$ cat config.mk
export PLATFORM = sky130hd
export DESIGN_NAME = ir_nec_decoder
export DESIGN_NICKNAME = d
export VERILOG_FILES = /design/src/rtl/ir_nec_pkg.sv /design/src/rtl/ir_tick_gen.sv /design/src/rtl/ir_nec_decoder.sv
export SDC_FILE = /design/constraint.sdc
export NUM_CORES = 1
export LEC_CHECK = 0
export CORE_MARGIN = 10
export CORE_UTILIZATION = 50
export CTS_BUF_LIST = sky130_fd_sc_hd__clkbuf_4
export DETAILED_ROUTE_END_ITERATION = 12
export GPL_TIMING_DRIVEN = 0
export PLACE_DENSITY = 0.71
export SYNTH_ARGS = -nofsm -noshare
export SYNTH_HDL_FRONTEND = slang
export SYNTH_SLANG_ARGS = --single-unit
$ cat constraint.sdc
create_clock -name clk_i -period 4.9 [get_ports clk_i]
set_input_delay 0.98 -clock clk_i [delete_from_list [all_inputs] [get_ports clk_i]]
set_output_delay 0.98 -clock clk_i [all_outputs]
set_load 0.05 [all_outputs]
$ cat src/rtl/ir_nec_pkg.sv
// Shared constants and types for the NEC IR frame receiver.
// Holds the FSM state enum, the duration windows (in NEC ticks T),
// the datapath widths and a small window-compare helper.
package ir_nec_pkg;

    localparam int unsigned TickW = 16;
    localparam int unsigned DW    = 5;
    localparam int unsigned CntW  = 6;

    // Duration windows, in rounded ticks of T.
    localparam logic [DW-1:0] StartActMin  = 5'd12;
    localparam logic [DW-1:0] StartActMax  = 5'd20;
    localparam logic [DW-1:0] StartIdleMin = 5'd6;
    localparam logic [DW-1:0] StartIdleMax = 5'd10;
    localparam logic [DW-1:0] PulseMin     = 5'd1;
    localparam logic [DW-1:0] PulseMax     = 5'd2;
    localparam logic [DW-1:0] ZeroMin      = 5'd1;
    localparam logic [DW-1:0] ZeroMax      = 5'd2;
    localparam logic [DW-1:0] OneMin       = 5'd3;
    localparam logic [DW-1:0] OneMax       = 5'd4;
    localparam logic [DW-1:0] DMax         = 5'd31;

    localparam logic [CntW-1:0] NumBits = 6'd32;

    typedef enum logic [2:0] {
        StIdle,
        StStartAct,
        StStartIdle,
        StBitAct,
        StBitIdle,
        StCheck
    } nec_state_e;

    function automatic logic in_win(input logic [DW-1:0] d,
                                    input logic [DW-1:0] lo,
                                    input logic [DW-1:0] hi);
        return (d >= lo) && (d <= hi);
    endfunction

endpackage

$ cat src/rtl/ir_tick_gen.sv
// Tick prescaler and pulse-duration counter.
// Ports:
//   clk_i, rst_ni   : clock, async active-low reset
//   clear_i         : edge strobe; restarts the measurement
//   tick_period_i   : clk cycles per tick T
//   tick_o          : one-cycle tick strobe
//   d_o             : ticks since the last edge, rounded to nearest, saturating
module ir_tick_gen
    import ir_nec_pkg::*;
(
    input  logic             clk_i,
    input  logic             rst_ni,
    input  logic             clear_i,
    input  logic [TickW-1:0] tick_period_i,
    output logic             tick_o,
    output logic [DW-1:0]    d_o
);

    logic [TickW-1:0] presc_q, presc_d;
    logic [DW-1:0]    d_q, d_d;
    logic             tick;

    // Reloading with half a period on each edge places the first tick at
    // T/2, so the tick count at the next edge is the duration rounded.
    always_comb begin
        tick    = 1'b0;
        presc_d = presc_q - TickW'(1);
        d_d     = d_q;
        if (clear_i) begin
            presc_d = tick_period_i >> 1;
            d_d     = '0;
        end else if (presc_q <= TickW'(1)) begin
            tick    = 1'b1;
            presc_d = tick_period_i;
            if (d_q != DMax) begin
                d_d = d_q + DW'(1);
            end
        end
    end

    always_ff @(posedge clk_i or negedge rst_ni) begin
        if (!rst_ni) begin
            presc_q <= '0;
            d_q     <= '0;
        end else begin
            presc_q <= presc_d;
            d_q     <= d_d;
        end
    end

    assign tick_o = tick;
    assign d_o    = d_q;

endmodule

$ cat src/rtl/ir_nec_decoder.sv
// NEC infrared frame receiver.
// Synchronises the raw IR pin, measures pulse durations in ticks of
// tick_period_i clocks, decodes the 32-bit frame and checks complements.
// Ports:
//   clk_i, rst_ni  : clock, async active-low reset
//   enable_i       : decoder on; low forces idle and suppresses strobes
//   polarity_i     : active level of ir_in_i
//   tick_period_i  : clk cycles per NEC tick T (4..65535)
//   ir_in_i        : asynchronous IR demodulator pin
//   frame_valid_o  : one-cycle pulse on an accepted frame
//   frame_addr_o   : address of the last accepted frame
//   frame_data_o   : data of the last accepted frame
//   frame_error_o  : one-cycle pulse on an aborted or corrupt frame
module ir_nec_decoder
    import ir_nec_pkg::*;
(
    input  logic        clk_i,
    input  logic        rst_ni,
    input  logic        enable_i,
    input  logic        polarity_i,
    input  logic [15:0] tick_period_i,
    input  logic        ir_in_i,
    output logic        frame_valid_o,
    output logic [7:0]  frame_addr_o,
    output logic [7:0]  frame_data_o,
    output logic        frame_error_o
);

    logic sync1_q, sync2_q, act, act_q, rise_q, fall_q;

    assign act = sync2_q ^ ~polarity_i;

    // act_q resets/holds at 1 so a level already active at reset or enable
    // never looks like a rise; the resulting spurious fall is ignored in idle.
    always_ff @(posedge clk_i or negedge rst_ni) begin
        if (!rst_ni) begin
            sync1_q <= 1'b0;
            sync2_q <= 1'b0;
            act_q   <= 1'b1;
            rise_q  <= 1'b0;
            fall_q  <= 1'b0;
        end else begin
            sync1_q <= ir_in_i;
            sync2_q <= sync1_q;
            if (!enable_i) begin
                act_q  <= 1'b1;
                rise_q <= 1'b0;
                fall_q <= 1'b0;
            end else begin
                act_q  <= act;
                rise_q <= act & ~act_q;
                fall_q <= ~act & act_q;
            end
        end
    end

    logic          tick;
    logic [DW-1:0] d;

    ir_tick_gen u_tick_gen (
        .clk_i         (clk_i),
        .rst_ni        (rst_ni),
        .clear_i       (rise_q | fall_q),
        .tick_period_i (tick_period_i),
        .tick_o        (tick),
        .d_o           (d)
    );

    nec_state_e      state_q;
    logic [31:0]     sr_q;
    logic [CntW-1:0] bit_cnt_q;
    logic            valid_q, error_q;
    logic [7:0]      addr_q, data_q;

    // Timeouts fire on the tick that would carry d past a window limit.
    always_ff @(posedge clk_i or negedge rst_ni) begin
        if (!rst_ni) begin
            state_q   <= StIdle;
            sr_q      <= '0;
            bit_cnt_q <= '0;
            valid_q   <= 1'b0;
            error_q   <= 1'b0;
            addr_q    <= '0;
            data_q    <= '0;
        end else begin
            valid_q <= 1'b0;
            error_q <= 1'b0;
            if (!enable_i) begin
                state_q <= StIdle;
            end else begin
                unique case (state_q)
                    StIdle: begin
                        if (rise_q) state_q <= StStartAct;
                    end
                    StStartAct: begin
                        if (fall_q) begin
                            if (in_win(d, StartActMin, StartActMax)) begin
                                state_q <= StStartIdle;
                            end else begin
                                error_q <= 1'b1;
                                state_q <= StIdle;
                            end
                        end else if (tick && d >= StartActMax) begin
                            error_q <= 1'b1;
                            state_q <= StIdle;
                        end
                    end
                    StStartIdle: begin
                        if (rise_q) begin
                            if (in_win(d, StartIdleMin, StartIdleMax)) begin
                                bit_cnt_q <= '0;
                                state_q   <= StBitAct;
                            end else begin
                                error_q <= 1'b1;
                                state_q <= StIdle;
                            end
                        end else if (tick && d >= StartIdleMax) begin
                            error_q <= 1'b1;
                            state_q <= StIdle;
                        end
                    end
                    StBitAct: begin
                        if (fall_q) begin
                            if (!in_win(d, PulseMin, PulseMax)) begin
                                error_q <= 1'b1;
                                state_q <= StIdle;
                            end else if (bit_cnt_q == NumBits) begin
                                state_q <= StCheck;  // this was the stop pulse
                            end else begin
                                state_q <= StBitIdle;
                            end
                        end else if (tick && d >= PulseMax) begin
                            error_q <= 1'b1;
                            state_q <= StIdle;
                        end
                    end
                    StBitIdle: begin
                        if (rise_q) begin
                            if (in_win(d, ZeroMin, ZeroMax) || in_win(d, OneMin, OneMax)) begin
                                sr_q      <= {(d >= OneMin), sr_q[31:1]};
                                bit_cnt_q <= bit_cnt_q + CntW'(1);
                                state_q   <= StBitAct;
                            end else begin
                                error_q <= 1'b1;
                                state_q <= StIdle;
                            end
                        end else if (tick && d >= OneMax) begin
                            error_q <= 1'b1;
                            state_q <= StIdle;
                        end
                    end
                    StCheck: begin
                        if (sr_q[15:8] == ~sr_q[7:0] && sr_q[31:24] == ~sr_q[23:16]) begin
                            addr_q  <= sr_q[7:0];
                            data_q  <= sr_q[23:16];
                            valid_q <= 1'b1;
                        end else begin
                            error_q <= 1'b1;
                        end
                        state_q <= StIdle;
                    end
                    default: state_q <= StIdle;
                endcase
            end
        end
    end

    assign frame_valid_o = valid_q;
    assign frame_error_o = error_q;
    assign frame_addr_o  = addr_q;
    assign frame_data_o  = data_q;

endmodule

After elaboration in Yosys (flattened, before gate mapping)

Index checks and enable logic that the tools add are counted.

Flip-flop bits (word level): 85
Bits in latches: 0
RAM bits: 0
Memory bits (read-only): 0
Bits of input ports: 21
Output and inout bits: 18
Logic and storage cells: 125
Memories kept: 0

Add/sub/neg operators: 3
Multiply operators: 0
Div/mod/pow operators: 0
$lt $le $gt $ge: 13
Equality and inequality tests: 18
Shifts and indexed selects: 0
Multiplexer cells: 49
Bitwise gates (word level): 9
Reduce and logical (&&, ||, !) cells: 19

Operator list:

| operator                                                                            | number |
|---|---|
| 3-bit 2-to-1 mux                                                                    | 11 |
| 16-bit 2-to-1 mux                                                                   | 2 |
| 6-bit 2-to-1 mux                                                                    | 4 |
| 1-bit 2-to-1 mux                                                                    | 23 |
| 8-bit equality test                                                                 | 2 |
| 16-bit by 1-bit <= comparator with 1-bit output, second input constant              | 1 |
| 4-bit != test, second input constant                                                | 4 |
| 8-bit NOT                                                                           | 2 |
| 16-bit by 1-bit subtractor with 16-bit output, second input constant                | 1 |
| 5-bit 2-to-1 mux                                                                    | 3 |
| 3-bit case mux with 5 select lines                                                  | 1 |
| 6-bit case mux with 2 select lines                                                  | 1 |
| 5-bit by 2-bit greater-or-equal comparator with 1-bit output, second input constant | 2 |
| 5-bit by 3-bit greater-or-equal comparator with 1-bit output, second input constant | 2 |
| 5-bit by 4-bit greater-or-equal comparator with 1-bit output, second input constant | 2 |
| 1-bit logical AND                                                                   | 9 |
| 2-bit != test, second input constant                                                | 4 |
| 6-bit by 1-bit adder with 6-bit output, second input constant                       | 1 |
| 3-bit by 2-bit equality test with 1-bit output, second input constant               | 2 |
| 3-bit equality test, second input constant                                          | 2 |
| 6-bit equality test, second input constant                                          | 1 |
| 2-bit 2-to-1 mux                                                                    | 3 |
| 6-bit AND reduction                                                                 | 1 |
| 2-bit nonzero test                                                                  | 3 |
| other kinds (21)                                                                    | 24 |

Longest topological paths before layout

Gate-level depths: netlist of the first run.

Depth in word-level cells: 8
Mapped depth: 10
Mapped depth without buffers: 7

Cells and area by module

A second synthesis of the first run with hierarchy kept.

Cell total of the unflattened synthesis: 407
Area, all modules: 4403.0 um2

Modules (own cells, without submodules):

| module         | instances | cells each | area each (um2) | seq. area each (um2) |
|---|---|---|---|---|
| ir_nec_decoder | 1         | 240        | 2979.1          | 1602.8 |
| ir_tick_gen    | 1         | 167        | 1423.9          | 525.5 |

Least setup slack after synthesis of the first run

Ideal clock, no wire load.

Path kind: reg-to-reg
Start point: register u_tick_gen.presc_q[12]
End point: register u_tick_gen.presc_q[13]
Library setup time: 0.132 ns
Arrival time: 2.260 ns
Data required time: 4.768 ns
Slack: 2.507 ns
Stages on the path, launching flop included: 9
Path buffers: 3
Period minus slack after synthesis: 2.393 ns
Cell sequence: dfrtp_1 or4_4 or4_4 buf_6 or2_1 buf_6 buf_6 o21ai_0 o31ai_1

Longest elaborated chain between the ends: 3
Elaborated cells between the ends (all ways): 4
Those cells by class: add/sub: 1; order compare: 1; mux: 2

RTL lines:

| what                                                                                                                    | line                                 | text |
|---|---|---|
| start, declared                                                                                                         | ir_tick_gen.sv:19                    | `logic [TickW-1:0] presc_q, presc_d;` |
| start signal, assigned                                                                                                  | ir_tick_gen.sv:46                    | `presc_q <= presc_d;` |
| 16-bit by 1-bit subtractor with 16-bit output / 16-bit by 1-bit <= comparator with 1-bit output (equally long branches) | ir_tick_gen.sv:27, ir_tick_gen.sv:32 |  |
| 16-bit 2-to-1 mux (*)                                                                                                   | ir_tick_gen.sv:32                    | `end else if (presc_q <= TickW'(1)) begin` |
| 16-bit 2-to-1 mux (*)                                                                                                   | ir_tick_gen.sv:29                    | `if (clear_i) begin` |
| via u_tick_gen.presc_d[13]                                                                                              | ir_tick_gen.sv:19                    |  |

The timed path passes the listed nets; every way through them passes the cells marked *.
A chain may end at the register's enable or synchronous reset.

Worst setup path after layout of the first run

Start point: input port enable_i
End point: register sr_q[24]

Longest elaborated chain between the ends: 1

RTL lines:

| what                          | line                  | text |
|---|---|---|
| start, declared               | ir_nec_decoder.sv:19  | `input logic enable_i,` |
| 4-bit AND reduction (no line) | --                    |  |
| end signal, assigned          | ir_nec_decoder.sv:140 | `sr_q <= {(d >= OneMin), sr_q[31:1]};` |
| end, declared                 | ir_nec_decoder.sv:70  | `logic [31:0] sr_q;` |

Every way passes these cells.

==> results of run 1 <==
==> power by group <==
group / switching (mW) / internal, mW
Combinational: 0.139 / 0.120
Clock: 0.273 / 0.120
Sequential: 0.0540 / 0.753
==> through the flow <==
step	TNS, ns	area [um2]	hold WS [ns]
after floorplan	0	4399	0.3312
after global placement	-16.79	4915	0.3364
after detailed placement	0	4940	0.3385
after CTS	0	5070	0.3820
after global routing	0	5070	0.3819
final	0	5070	0.3786
==> how the worst max path moves through the flow <==
| stage | depth (start not counted) | endpoint | from | slack [ns] |
|---|---|---|---|---|
| after floorplan | 8 | u_tick_gen.presc_q[13] | u_tick_gen.presc_q[12] | 2.51 |
| after global placement | 1 | frame_valid_o | rst_ni | -0.20 |
| after detailed placement | 5 | sr_q[24] | enable_i | 1.36 |
| after CTS | 5 | sr_q[24] | enable_i | 1.85 |
| after global routing | 5 | sr_q[24] | enable_i | 1.74 |
| final | 5 | sr_q[24] | enable_i | 1.88 |
==> placed cells by master, fill, tap and decap left out, drive strengths merged, types with 10 or more instances in the layout <==
| cell | n |
|---|---|
| o21ai | 26 |
| dfrtp | 84 |
| nor4 | 13 |
| nor2 | 27 |
| nand2 | 31 |
| mux2i | 10 |
| xnor2 | 26 |
| mux2 | 47 |
| inv | 16 |
| clkdlybuf4s50 | 37 |
| nor3 | 13 |
| clkbuf | 24 |
==> cells by family after synthesis <==
family,after synthesis,synth area share [%]
compound gates,69,10.44
mux,57,14.31
flops,85,48.38
simple gates,126,15.13
xor+xnor,30,5.973
buf+inv,34,3.498
fa+ha+maj,8,2.275
==> final cells by class <==
type | count | area share [%]
well taps | 108 | 2.665
multi-input cells | 290 | 41.76
flip-flops and latches | 85 | 41.98
plain buffers | 21 | 2.073
clock buffers | 10 | 1.481
clock inverters | 6 | 1.086
repair buffers | 39 | 7.996
inverters | 13 | 0.9625
==> layer usage <==
metal / vias up / global-route usage (%) / wire (um)
met5: - / 0 / 0
met4: 0 / 5.096 / 109
met3: 15 / 3.675 / 507
met2: 71 / 24.13 / 4678
met1: 1626 / 19.45 / 4141
li1: 1560 / - / -
==> flip-flops by register name, indices dropped and copies added (netlist names) <==
name / count
act_q: 1
u_tick_gen.d_o: 5
frame_error_o: 1
frame_addr_o: 8
u_tick_gen.presc_q: 16
bit_cnt_q: 6
frame_valid_o: 1
frame_data_o: 8
sync1_q: 1
sr_q: 32
sync2_q: 1
rise_q: 1
fall_q: 1
state_q: 3
==> flow_summary.rst, run 1 <==
.. list-table::
   :header-rows: 1

   * - Metric
     - Value
   * - Max-slew violations
     - 0
   * - Area added between synthesis and finish
     - 15.24%
   * - Maximum buffer depth of the clock tree
     - 2
   * - Routed via count
     - 3272
   * - Cells after synthesis
     - 409
   * - Drt total wl
     - 9436 um
   * - Filler Cells Inserted
     - 735
   * - Class of the tightest hold or removal check
     - reg2reg
   * - Worst R2R Start
     - u_tick_gen.d_o[1]
   * - Number of sinks handled by clock tree synthesis
     - 85
   * - Die extent in y
     - 113.8 um
   * - Cell total after placement
     - 556
   * - Post-Route Utilization
     - 58.71%
   * - Total congestion overflow after global routing
     - 0
   * - Register-to-register setup slack
     - 2.04 ns
   * - Data arrival at the endpoint of the critical path
     - 3.35 ns
   * - Total of warnings raised by yosys
     - 0
   * - Crit Path Max Fanout
     - 10
   * - Starting Density
     - 50.94%
   * - Unique masters post-synth
     - 54
   * - WP buf/inv
     - 3
   * - Clock-pin slew on the worst setup and hold paths
     - 0.15 ns
   * - Top cell types by occurrence after synthesis
     - dfrtp_1 (84), mux2_2 (47), nand2_1 (31)
   * - Relative slew slack
     - 48.71%
   * - Number of hold buffers added after CTS
     - 0
   * - Std-Cell Core Area
     - 8636 um2
   * - Number of max-cap violations
     - 0
   * - Number of failing setup endpoints in the final timing report
     - 0
   * - Number of nets in the layout
     - 488
   * - Final clock period utilization by the worst path
     - 61.65%
   * - Half-perimeter wire length after detailed placement
     - 6806 um
   * - I/O pin total
     - 39
   * - FFs w/ async S/R, synth
     - 100.0%
   * - Post-layout instance count excluding filler cells
     - 572
   * - Drt via density
     - 5.720
   * - Worst-case setup margin in the final layout
     - 1.879 ns
   * - CTS H-tree lvls
     - 3
   * - Cell depth of the worst min-delay path
     - 0
   * - Post_cts resized
     - 0
   * - Top post-synthesis cells by area
     - dfrtp_1 (48%), mux2_2 (12%), xnor2_1 (5.2%), nand2_1 (2.6%), o21ai_0 (2.6%)
   * - Sequential area share after synthesis
     - 48.38%
   * - Antenna Diode Count
     - 0
   * - DIE AREA
     - 12950 um2
   * - Layout cell share with drive strength beyond 1
     - 18.10%
   * - Initial DRT Pass Iterations
     - 5
   * - Total power draw
     - 1.459 mW
   * - Fin. Hold Viols
     - 0
   * - Antenna violation net count after detailed routing
     - 0
   * - Library cell with the highest instance count after synthesis
     - dfrtp_1
   * - Start point of the worst hold path
     - sync1_q
   * - Required arrival time at the worst endpoint
     - 5.23 ns
   * - Global-route wire length before repair
     - 16240 um
   * - Global placement routability congestion
     - 0.9588
   * - Slew @ Worst Pin
     - 0.7630 ns
   * - Worst hold endpoint
     - sync2_q
   * - Reg2Reg Capture Point
     - sr_q[24]
   * - Cell row count
     - 34
   * - Total CTS buffers
     - 9
   * - Classification of the worst setup path
     - in2reg
   * - Category of cells accounting for the largest share of critical-path delay
     - buffers and inverters
   * - Unrepaired setup endpoints after global routing
     - no
   * - Area of all sequential standard cells
     - 2128 um2
   * - Largest stage delay, worst path
     - 0.70 ns
   * - Worst-case reg-to-reg path depth
     - 8
   * - WL/cell
     - 16.50 um
   * - LEAKAGE
     - 2.200 nW
   * - Global-route usage over all layers
     - 15.05%
   * - Summed instance area of the synthesized netlist
     - 4399 um2
   * - Status
     - finished clean
   * - Crit. End Element
     - flip-flop
   * - Critical-path cell with the highest stage delay
     - nor4_2
   * - Fraction of synthesized cell area taken by the top area cell type
     - 47.78%
   * - Startpoint type of the worst setup path
     - primary input
   * - Ordered list of cells on the worst path
     - clkdlybuf4s50_1 -> inv_1 -> nor4_2 -> clkbuf_1 -> mux2_2
   * - Maximum clock rate
     - 0.3310 GHz
   * - Clock network latency to the later pin of the worst-skew pair
     - 0.45 ns
   * - Count of input and output buffers
     - 38
   * - Post-synthesis register bit count
     - 85
   * - Cell chosen for the clock root
     - clkbuf_4
   * - Most frequently used flop master after synthesis
     - dfrtp_1
   * - Worst clock skew
     - 0.02392 ns
   * - Horizontal die dimension
     - 113.8 um
   * - Number of violations reported at the end of detailed-routing iteration 0
     - 163
   * - Area taken by multi-input logic gates
     - 2117 um2
   * - Setup WS pre-CTS
     - 1.364 ns
   * - Via count of the first global-routing pass
     - 3348
   * - Number of flops mapped to enable cells by yosys
     - 0
   * - Shortest period the worst path allows
     - 3.021 ns
   * - Number of setup buffers added after CTS
     - 0
   * - Worst-case vdd ir drop
     - 0.0001580 V
   * - Syn Area/Cell
     - 10.76 um2
   * - Post-synthesis cell type with the largest combined area
     - dfrtp_1
   * - DRC violation count after routing
     - 0
   * - Clock tree from TritonCTS
     - built
   * - Power per cell area
     - 287.8 nW/um2
   * - Net count after synthesis
     - 438
   * - Pin count of the biggest net entering global routing
     - 55
   * - Antenna violations before repair
     - 0
No activity file was read; power rests on OpenSTA's default activity.
==> run 2, diff against run 1 <==
- PLACE_DENSITY: 0.71 -> 0.73
- clock period: 4.9 -> 2.7 ns (I/O delays scaled with it)
==> run 2 against run 1 <==
Effect of this change: highest routed layer unchanged; via count rose by 1.2%; first-iteration DRC count increased by 20%; clock power up 120%; power is 92% higher; final area is 1.3% higher; clock skew shrank 0.0034 ns; combinational power up 88%; non-clock buffer count grew 1.
==> flow_summary.rst, run 2 (same netlist as run 1, synthesis figures left out) <==
.. list-table::
   :header-rows: 1

   * - Metric
     - Value
   * - Status
     - finished clean
   * - Pin count of the biggest net entering global routing
     - 55 (unchanged)
   * - Drt total wl
     - 9674 um (+2.5%)
   * - Flip-flop count of the largest register after layout
     - 32 (unchanged)
   * - Area of all sequential standard cells
     - 2128 um2 (unchanged)
   * - Maximum clock rate
     - 0.3941 GHz
   * - Antenna violations before repair
     - 0 (unchanged)
   * - Largest registers
     - sr_q x32, u_tick_gen.presc_q x16
   * - Cell with the most instances on the worst path
     - buf_6
   * - CTS H-tree lvls
     - 3 (unchanged)
   * - Ordered list of cells on the worst path
     - or4_4 -> or4_4 -> buf_6 -> or2_1 -> buf_6 -> buf_6 -> o21ai_0 -> o31ai_1
   * - Slew @ Worst Pin
     - 0.7418 ns (-0.02117 ns)
   * - Largest stage delay, worst path
     - 0.54 ns (-0.16 ns)
   * - Number of violations reported at the end of detailed-routing iteration 0
     - 195 (+20%)
   * - Global-route usage over all layers
     - 15.12% (+0.073 points)
   * - WL/cell
     - 16.91 um (+2.5%)
   * - Starting Density
     - 50.94% (unchanged)
   * - Critical-path cell with the highest stage delay
     - or4_4
   * - Std-Cell Core Area
     - 8636 um2 (unchanged)
   * - Required arrival time at the worst endpoint
     - 3.03 ns (-2.20 ns)
   * - Filler Cells Inserted
     - 754 (+2.6%)
   * - Cell row count
     - 34 (unchanged)
   * - Class of the tightest hold or removal check
     - in2async
   * - Data arrival at the endpoint of the critical path
     - 2.86 ns (-0.49 ns)
   * - Total net switching power
     - 0.8364 mW (+79%)
   * - Die extent in y
     - 113.8 um (unchanged)
   * - Clk network pwr share
     - 30.1% (+3.2 points)
   * - DRC violation count after routing
     - 0 (unchanged)
   * - Reg with most FFs
     - sr_q
   * - Total internal power
     - 1.966 mW (+98%)
   * - Final clock period utilization by the worst path
     - 93.99%
   * - Fraction of power spent switching nets
     - 29.84% (-2.1 points)
   * - LEAKAGE
     - 2.236 nW (+1.6%)
   * - Clock network latency to the later pin of the worst-skew pair
     - 0.44 ns (about the same)
   * - Crit Path Max Fanout
     - 10 (unchanged)
   * - Fin. Hold Viols
     - 0 (unchanged)
   * - Maximum buffer depth of the clock tree
     - 2 (unchanged)
   * - Post-Route Utilization
     - 59.48% (+0.77 points)
   * - Clock-pin slew on the worst setup and hold paths
     - 0.15 ns (about the same)
   * - Number of max-cap violations
     - 0 (unchanged)
   * - Most frequent cells in the layout
     - dfrtp_1 (84), mux2_2 (47), clkdlybuf4s50_1 (37), nand2_1 (31), xnor2_1 (26)
   * - Drt via density
     - 5.790 (+1.2%)
   * - Total congestion overflow after global routing
     - 0 (unchanged)
   * - Layout cell share with drive strength beyond 1
     - 19.61% (+1.5 points)
   * - DIE AREA
     - 12950 um2 (unchanged)
   * - Antenna Diode Count
     - 0 (unchanged)
   * - Classification of the worst setup path
     - reg2reg
   * - Worst-case setup margin in the final layout
     - 0.1624 ns (-1.717 ns)
   * - Initial DRT Pass Iterations
     - 6 (+1)
   * - Area taken by multi-input logic gates
     - 2140 um2 (+1.1%)
   * - Max-slew violations
     - 0 (unchanged)
   * - Via count of the first global-routing pass
     - 3338 (-0.30%)
   * - Area added between synthesis and finish
     - 16.75%
   * - Unrepaired setup endpoints after global routing
     - no
   * - Cell chosen for the clock root
     - clkbuf_4
   * - Relative slew slack
     - 50.16% (+1.5 points)
   * - Number of failing setup endpoints in the final timing report
     - 0 (unchanged)
   * - Half-perimeter wire length after detailed placement
     - 6857 um (+0.75%)
   * - Part of the power in combinational logic
     - 17.4% (-0.3 points)
   * - Clock tree from TritonCTS
     - built
   * - Total CTS buffers
     - 9 (unchanged)
   * - Routed via count
     - 3312 (+1.2%)
   * - Power per cell area
     - 545.7 nW/um2 (+90%)
   * - Crit. End Element
     - flip-flop
   * - Total power draw
     - 2.803 mW (+92%)
   * - Placed inst area
     - 4940 um2 (unchanged)
   * - Global placement routability congestion
     - 0.9677 (+0.93%)
   * - I/O pin total
     - 39 (unchanged)
   * - Final design instance area without fill
     - 5136 um2 (+1.3%)
   * - Worst-case vdd ir drop
     - 0.0003832 V (+140%)
   * - Startpoint type of the worst setup path
     - flip-flop
   * - Global-route wire length before repair
     - 16430 um (+1.2%)
   * - Count of input and output buffers
     - 38 (unchanged)
   * - Sequential fraction of design power
     - 52.5% (-2.8 points)
   * - Number of nets in the layout
     - 489 (+0.20%)
   * - Number of sinks handled by clock tree synthesis
     - 85 (unchanged)
   * - Worst clock skew
     - 0.02052 ns (-0.003393 ns)
   * - Most frequent standard cell in the layout excluding fill and tap cells
     - dfrtp_1
   * - WP buf/inv
     - 3 (unchanged)
   * - Horizontal die dimension
     - 113.8 um (unchanged)
   * - Category of cells accounting for the largest share of critical-path delay
     - simple AND/OR/NAND/NOR gates
   * - Shortest period the worst path allows
     - 2.538 ns
   * - Antenna violation net count after detailed routing
     - 0 (unchanged)
   * - Setup WS pre-CTS
     - -0.3002 ns (-1.664 ns)
-- run 2: area by class of cell --
class                      count  area share [%]
clock buffer                   9           1.315
inverter                      13          0.9501
multi-input combinational    290           41.66
sequential                    85           41.44
buffer                        21           2.119
timing repair buffer          40           8.039
tap                          108           2.631
clock inverter                 6           1.851
-- run 2: timing repair --
item                       in CTS  in global routing
setup buffers                   0                  1
setup endpoints to repair      25                 25
resized for setup               3                  7
pin swaps                       0                  1
hold buffers                    0                  0
-- run 2: routing by layer --
layer	share of wire [%]	global-route usage, %	vias up
li1	-	-	1570
met4	1.8	4.762	0
met5	0	0	-
met2	49	24.78	89
met1	44	19.19	1633
met3	5.6	3.780	20
-- run 2: per-stage QoR --
stage | hold WS (ns) | std cells | setup TNS (ns)
CTS | 0.03918 | 571 | 0
floorplan | 0.2444 | 409 | 0
detailed placement | 0.3412 | 556 | -6.482
global placement | 0.3352 | 555 | -170.28
finish | 0.02778 | 572 | 0
global route | 0.04774 | 572 | 0
-- run 2: final timing paths --
kind | start | endpoint | slack [ns] | depth (start not counted)
setup / recovery | u_tick_gen.presc_q[10] | u_tick_gen.presc_q[13] | 0.16 | 8
max in group asynchronous | rst_ni | act_q | 2.02 | 2
hold reg to reg | sync1_q | sync2_q | 0.37 | 0
min in group clk_i | sync1_q | sync2_q | 0.37 | 0
setup reg to reg | u_tick_gen.presc_q[10] | u_tick_gen.presc_q[13] | 0.16 | 8
hold / removal | rst_ni | u_tick_gen.presc_q[2] | 0.03 | 1
-- run 2: power by group through the flow --
stage,sequential (mW),combinational (mW),clock (mW)
finish,1.47,0.487,0.845
floorplan,1.46,0.336,0
global placement,1.48,0.454,0
CTS,1.47,0.480,0.865
detailed placement,1.49,0.477,0
global route,1.49,0.548,0.902
==> RTL edit 1 (settings of run 1) <==
One comparison of `bit_cnt_q` changes from == to >=.
--- a/src/rtl/ir_nec_decoder.sv
+++ b/src/rtl/ir_nec_decoder.sv
@@ -124,7 +124,7 @@
                             if (!in_win(d, PulseMin, PulseMax)) begin
                                 error_q <= 1'b1;
                                 state_q <= StIdle;
-                            end else if (bit_cnt_q == NumBits) begin
+                            end else if (bit_cnt_q >= NumBits) begin
                                 state_q <= StCheck;  // this was the stop pulse
                             end else begin
                                 state_q <= StBitIdle;
Function: no difference found for any inputs over 10 cycles, from zero or initial values and one cycle with rst_ni low; that may be too few to reach the edited logic, so the function may still have changed.
==> RTL edit 1 against run 1 <==
- routed wire length fell by 2.6%
- power is 1.9% lower
- core utilization up 1.4 points
- sequential cell count did not move
- die area decreased by 0.87%
- design area fell by 1.2%
- count of clock-buffer cells in the layout unchanged
- register-to-register slack better by 0.18 ns
- area after synthesis fell by 1.1%
- worst setup slack better by 0.19 ns
- non-clock buffer count rose by 4
- highest routed layer unchanged
==> RTL edit 1: results (changes against run 1) <==
- The unique cell type count in the Yosys netlist is 52 (-3.7%).
- The total of fill cells in the finished design is 717 (-2.4%).
- The synthesized area per cell was 10.3 um^2 (-4.1%).
- The endpoint of the lowest-slack register-to-register path is frame_addr_o[3].
- The cell-internal power is 0.000984 W (-0.91%).
- The synthesized-area fraction occupied by adder cells is 0.0230 (+0.000242).
- The fraction of standard cell area that is sequential is 0.425 (+0.00493).
- The slowest stage of the critical path is the nor2_1 cell.
- The initial detailed-routing violation count is 133 (-18%).
- The average vias per placed instance came to 5.64 (-1.5%).
- The total track usage was 0.145 (-0.00552).
- The depth of the most critical reg-to-reg path came to 7 (-1).
- The total design power came to 0.00143 W (-1.9%).
- The buffer count excluding the clock tree in the final layout was 64 (+6.7%).
- The fraction of synthesized cell area in xor and xnor cells came to 0.0624 (+0.00265).
- The number of placed instances, taps included is 566 (+1.8%).
- The non-clock buffer contribution to total cell area was 0.102 (+0.00168).
- The net count of the mapped netlist is 451 (+3.0%).
- The wire length per cell is 15.8 um (-4.3%).
- The fraction of layout instances using a drive strength above 1 came to 0.164 (-0.0175).
- The routability congestion estimate is 0.806 (-16%).
- The detailed placement HPWL is 6660 um (-2.1%).
- The largest net degree at the start of global routing is 61 (+11%).
- The non-clock inverter total of the final layout is 9 (-4).
- The sum of routed wire length over all layers is 9190 um (-2.6%).
- The origin of the critical flop-to-flop path is sr_q[2].
- The final hold slack was 0.366 ns (-0.0130 ns).
- The maximum resistive drop on vdd is 0.185 mV (+17%).
- The count of multi-input combinational gates is 303 (+4.5%).
- The slew at the pin closest to its max-slew limit is 0.806 ns (+0.0433 ns).
- The number of global-route vias before repair is 3268 (-2.4%).
- The run finished with clean final reports.
- The area growth from synthesis to layout is 15.1%.
- Ranked by instance count, the synthesized netlist is headed by 84 x dfrtp_1, 47 x mux2_2, 39 x nand2_1.
- The global-route wire length before repair is 15600 um (-3.8%).
- The instance area after placement is 4890 um^2 (-1.0%).
- The part of the Yosys area used for sequential elements is 0.489 (+0.00515).
- The worst slack at placement is 1.55 ns (+0.183 ns).
- The clock-cell share of area is 0.0242 (-0.00145).
- The standby leakage power is 2.23 nW (+1.5%).
- The slack of the worst reg-to-reg path is 2.22 ns (+0.18 ns).
- The number of iterations in the first detailed-routing pass came to 4 (-1).
- The clock tree skew after final layout is 0.0199 ns (-0.00402 ns).
- The combinational cell power is 0.000250 W (-3%).
- Yosys attributes the largest share of cell area to dfrtp_1 48%, mux2_2 12%, o21ai_0 4.4%.
- The power consumed by the clock network is 0.000374 W (-5%).
- The proportion of synthesized area in mux cells is 0.124 (-0.0192).
- The total number of nets in the final design is 501 (+2.7%).
RTL edit 1: cell count changes after synthesis, moves of 5 or more:
cell / run 1 / this run
xor2_1: 4 / 18
xnor2_1: 26 / 13
or3_1: 1 / 6
o21ai_0: 23 / 38
nor2_1: 27 / 35
clkbuf_1: 14 / 19
mux2i_1: 10 / 1
o211ai_1: 8 / 1
nor4_1: 11 / 6
nand2_1: 31 / 39
nand3_1: 9 / 17
RTL edit 1: routing by layer:
metal,wire [um],vias to the layer above,track usage
li1,-,1595,-
met1,4080,1601,0.177
met2,4470,74,0.243
met3,539,10,0.0391
met4,99,0,0.0448
met5,0,-,0
RTL edit 1: worst max path at each step:
stage                           start               to  slack, ns
3_3_place_gp                   rst_ni  frame_data_o[4]      -0.26
2_1_floorplan  u_tick_gen.presc_q[12]       state_q[1]       2.56
5_1_grt                      enable_i  frame_data_o[6]       1.97
6_report                     enable_i  frame_addr_o[3]       2.06
4_1_cts                      enable_i  frame_data_o[6]       2.03
3_5_place_dp                 enable_i  frame_addr_o[3]       1.55
==> RTL edit 2 (flow settings as in run 1) <==
Without the edit above. Set the package constant `CntW` to 7 (it was 6).
--- a/src/rtl/ir_nec_pkg.sv
+++ b/src/rtl/ir_nec_pkg.sv
@@ -5,7 +5,7 @@
 
     localparam int unsigned TickW = 16;
     localparam int unsigned DW    = 5;
-    localparam int unsigned CntW  = 6;
+    localparam int unsigned CntW  = 7;
 
     // Duration windows, in rounded ticks of T.
     localparam logic [DW-1:0] StartActMin  = 5'd12;
Formal check against the unedited RTL: same outputs for any inputs over 10 cycles, from zero or initial values and one cycle with rst_ni low; that may be too few to reach the edited logic, so the function may still have changed.
==> RTL edit 2 against run 1 <==
- power increased by 8.2%
- critical path type unchanged
- sequential cell count increased by 1
- die area increased by 0.56%
- area after synthesis increased by 0.68%
- design area increased by 1.4%
- routed wire length increased by 0.49%
- worst setup slack improved by 0.42 ns
- clock skew decreased by 0.0019 ns
==> RTL edit 2: results (changes against run 1) <==
- The run finished with clean final reports.
- The initial detailed-routing violation count is 166 (+1.8%).
- The clock insertion delay at the later pin of the skew report is 0.43 ns (-0.02 ns).
- The global-route wire length before repair was 16500 um (+1.5%).
- The critical path data arrival time is 2.93 ns (-0.42 ns).
- The routability congestion estimate is 0.892 (-7.0%).
- The number of instances in the synthesized netlist came to 471 (+15%).
- The largest net degree at the start of global routing is 67 (+22%).
- The total track usage is 0.151 (+0.000588).
- In this run the critical register-to-register path is captured at sr_q[21].
- The non-clock buffer contribution to total cell area is 0.107 (+0.00644).
- The total of fill cells in the finished design is 772 (+5.0%).
- The met2 track utilization from global routing was 0.240 (-0.00137).
- The buffer count excluding the clock tree in the final layout was 61 (+1.7%).
- The non-clock inverter total of the final layout came to 10 (-3).
- The non-filler instance count after layout is 634 (+11%).
- The count of multi-input combinational gates was 353 (+22%).
- The fraction of layout instances using a drive strength above 1 is 0.133 (-0.0480).
- The fraction of met1 tracks used by global routing came to 0.197 (+0.00238).
- The number of placed instances, taps included is 618 (+11%).
- The met3 usage in global routing was 0.0435 (+0.00676).
- The unique cell type count in the Yosys netlist is 58 (+7.4%).
- The multi-input logic portion of the cell area is 0.407 (-0.0102).
- The clock-cell share of area is 0.0329 (+0.00720).
- The detailed placement HPWL is 6760 um (-0.70%).
- The number of iterations in the first detailed-routing pass is 4 (-1).
- The net count of the mapped netlist is 500 (+14%).
- The detailed-routed wire length on met3 is 528 um (+4.1%).
- The maximum resistive drop on vdd is 0.212 mV (+34%).
- The number of global-route vias before repair came to 3430 (+2.4%).
- The synthesis-stage register bit count is 86 (+1.2%).
- The total number of nets in the final design is 550 (+13%).
- Ranked by instance count, the synthesized netlist is headed by 129 x nand2_1, 85 x dfrtp_1, 37 x nor2_1.
- The routed length on met1 is 4170 um (+0.72%).
- The total met2 wirelength after detailed routing is 4660 um (-0.43%).
- The slack of the worst reg-to-reg path is 2.55 ns (+0.51 ns).
- The worst register-to-register path begins at u_tick_gen.d_o[0].
- The cell-internal power is 0.00110 W (+11%).
- The footprint of the flip-flops and latches is 2150 um^2 (+1.2%).
- The termination of the worst setup path is frame_data_o[7].
- The standby leakage power was 2.36 nW (+7.5%).
- The clock tree skew after final layout is 0.0220 ns (-0.00190 ns).
- The average vias per placed instance was 5.41 (-5.5%).
- The sum of routed wire length over all layers is 9480 um (+0.49%).
- The power density relative to cell area is 307 nW/um^2 (+6.7%).
- The part of the Yosys area used for sequential elements is 0.486 (+0.00237).
- The slew at the pin closest to its max-slew limit was 0.842 ns (+0.0795 ns).
## RTL edit 2: cell count changes after synthesis, sizes merged, moves of 10 or more
cell,run 1,this run
mux2,47,16
xor2,4,20
xnor2,26,16
nor2,27,39
nand2,31,129
a21oi,4,16
## RTL edit 2: critical path: stages
cell	delay, ns
clkdlybuf4s50_1	0.55
nand2b_1	0.10
or2_2	0.32
nor2_2	0.35
buf_4	0.27
mux2_2	0.35
## RTL edit 2: cells by family after synthesis
group | after synthesis | synth area share
AO/OA/AOI/OAI | 60 | 0.0949
XOR/XNOR | 36 | 0.0712
adder cells (fa/ha/maj) | 8 | 0.0226
buffers and inverters | 32 | 0.0412
flip-flops | 86 | 0.486
multiplexers | 21 | 0.0520
AND/OR/NAND/NOR | 228 | 0.232
## RTL edit 2: metrics by stage
| step | worst slack [ns] | instance area (um^2) |
|---|---|---|
| final | 2.30 | 5140 |
| after CTS | 2.28 | 5140 |
| after global placement | -0.265 | 4940 |
| after global routing | 2.22 | 5140 |
| after detailed placement | 1.86 | 4970 |
| after floorplan | 2.69 | 4430 |
## RTL edit 2: worst min-delay path by stage
stage | startpoint | to | slack [ns] | cells after the start
floorplan | sync1_q | sync2_q | 0.33 | 0
global placement | sync1_q | sync2_q | 0.33 | 0
detailed placement | sync1_q | sync2_q | 0.35 | 0
CTS | sync1_q | sync2_q | 0.38 | 0
global route | rst_ni | u_tick_gen.presc_q[4] | 0.40 | 1
finish | sync1_q | sync2_q | 0.37 | 0
## RTL edit 2: power groups by stage
stage / Clock, W / Combinational, W / Sequential [W]
after floorplan: 0 / 0.000197 / 0.000832
after global placement: 0 / 0.000262 / 0.000844
after detailed placement: 0 / 0.000270 / 0.000846
after CTS: 0.000486 / 0.000271 / 0.000832
after global routing: 0.000515 / 0.000305 / 0.000846
final: 0.000475 / 0.000271 / 0.000833
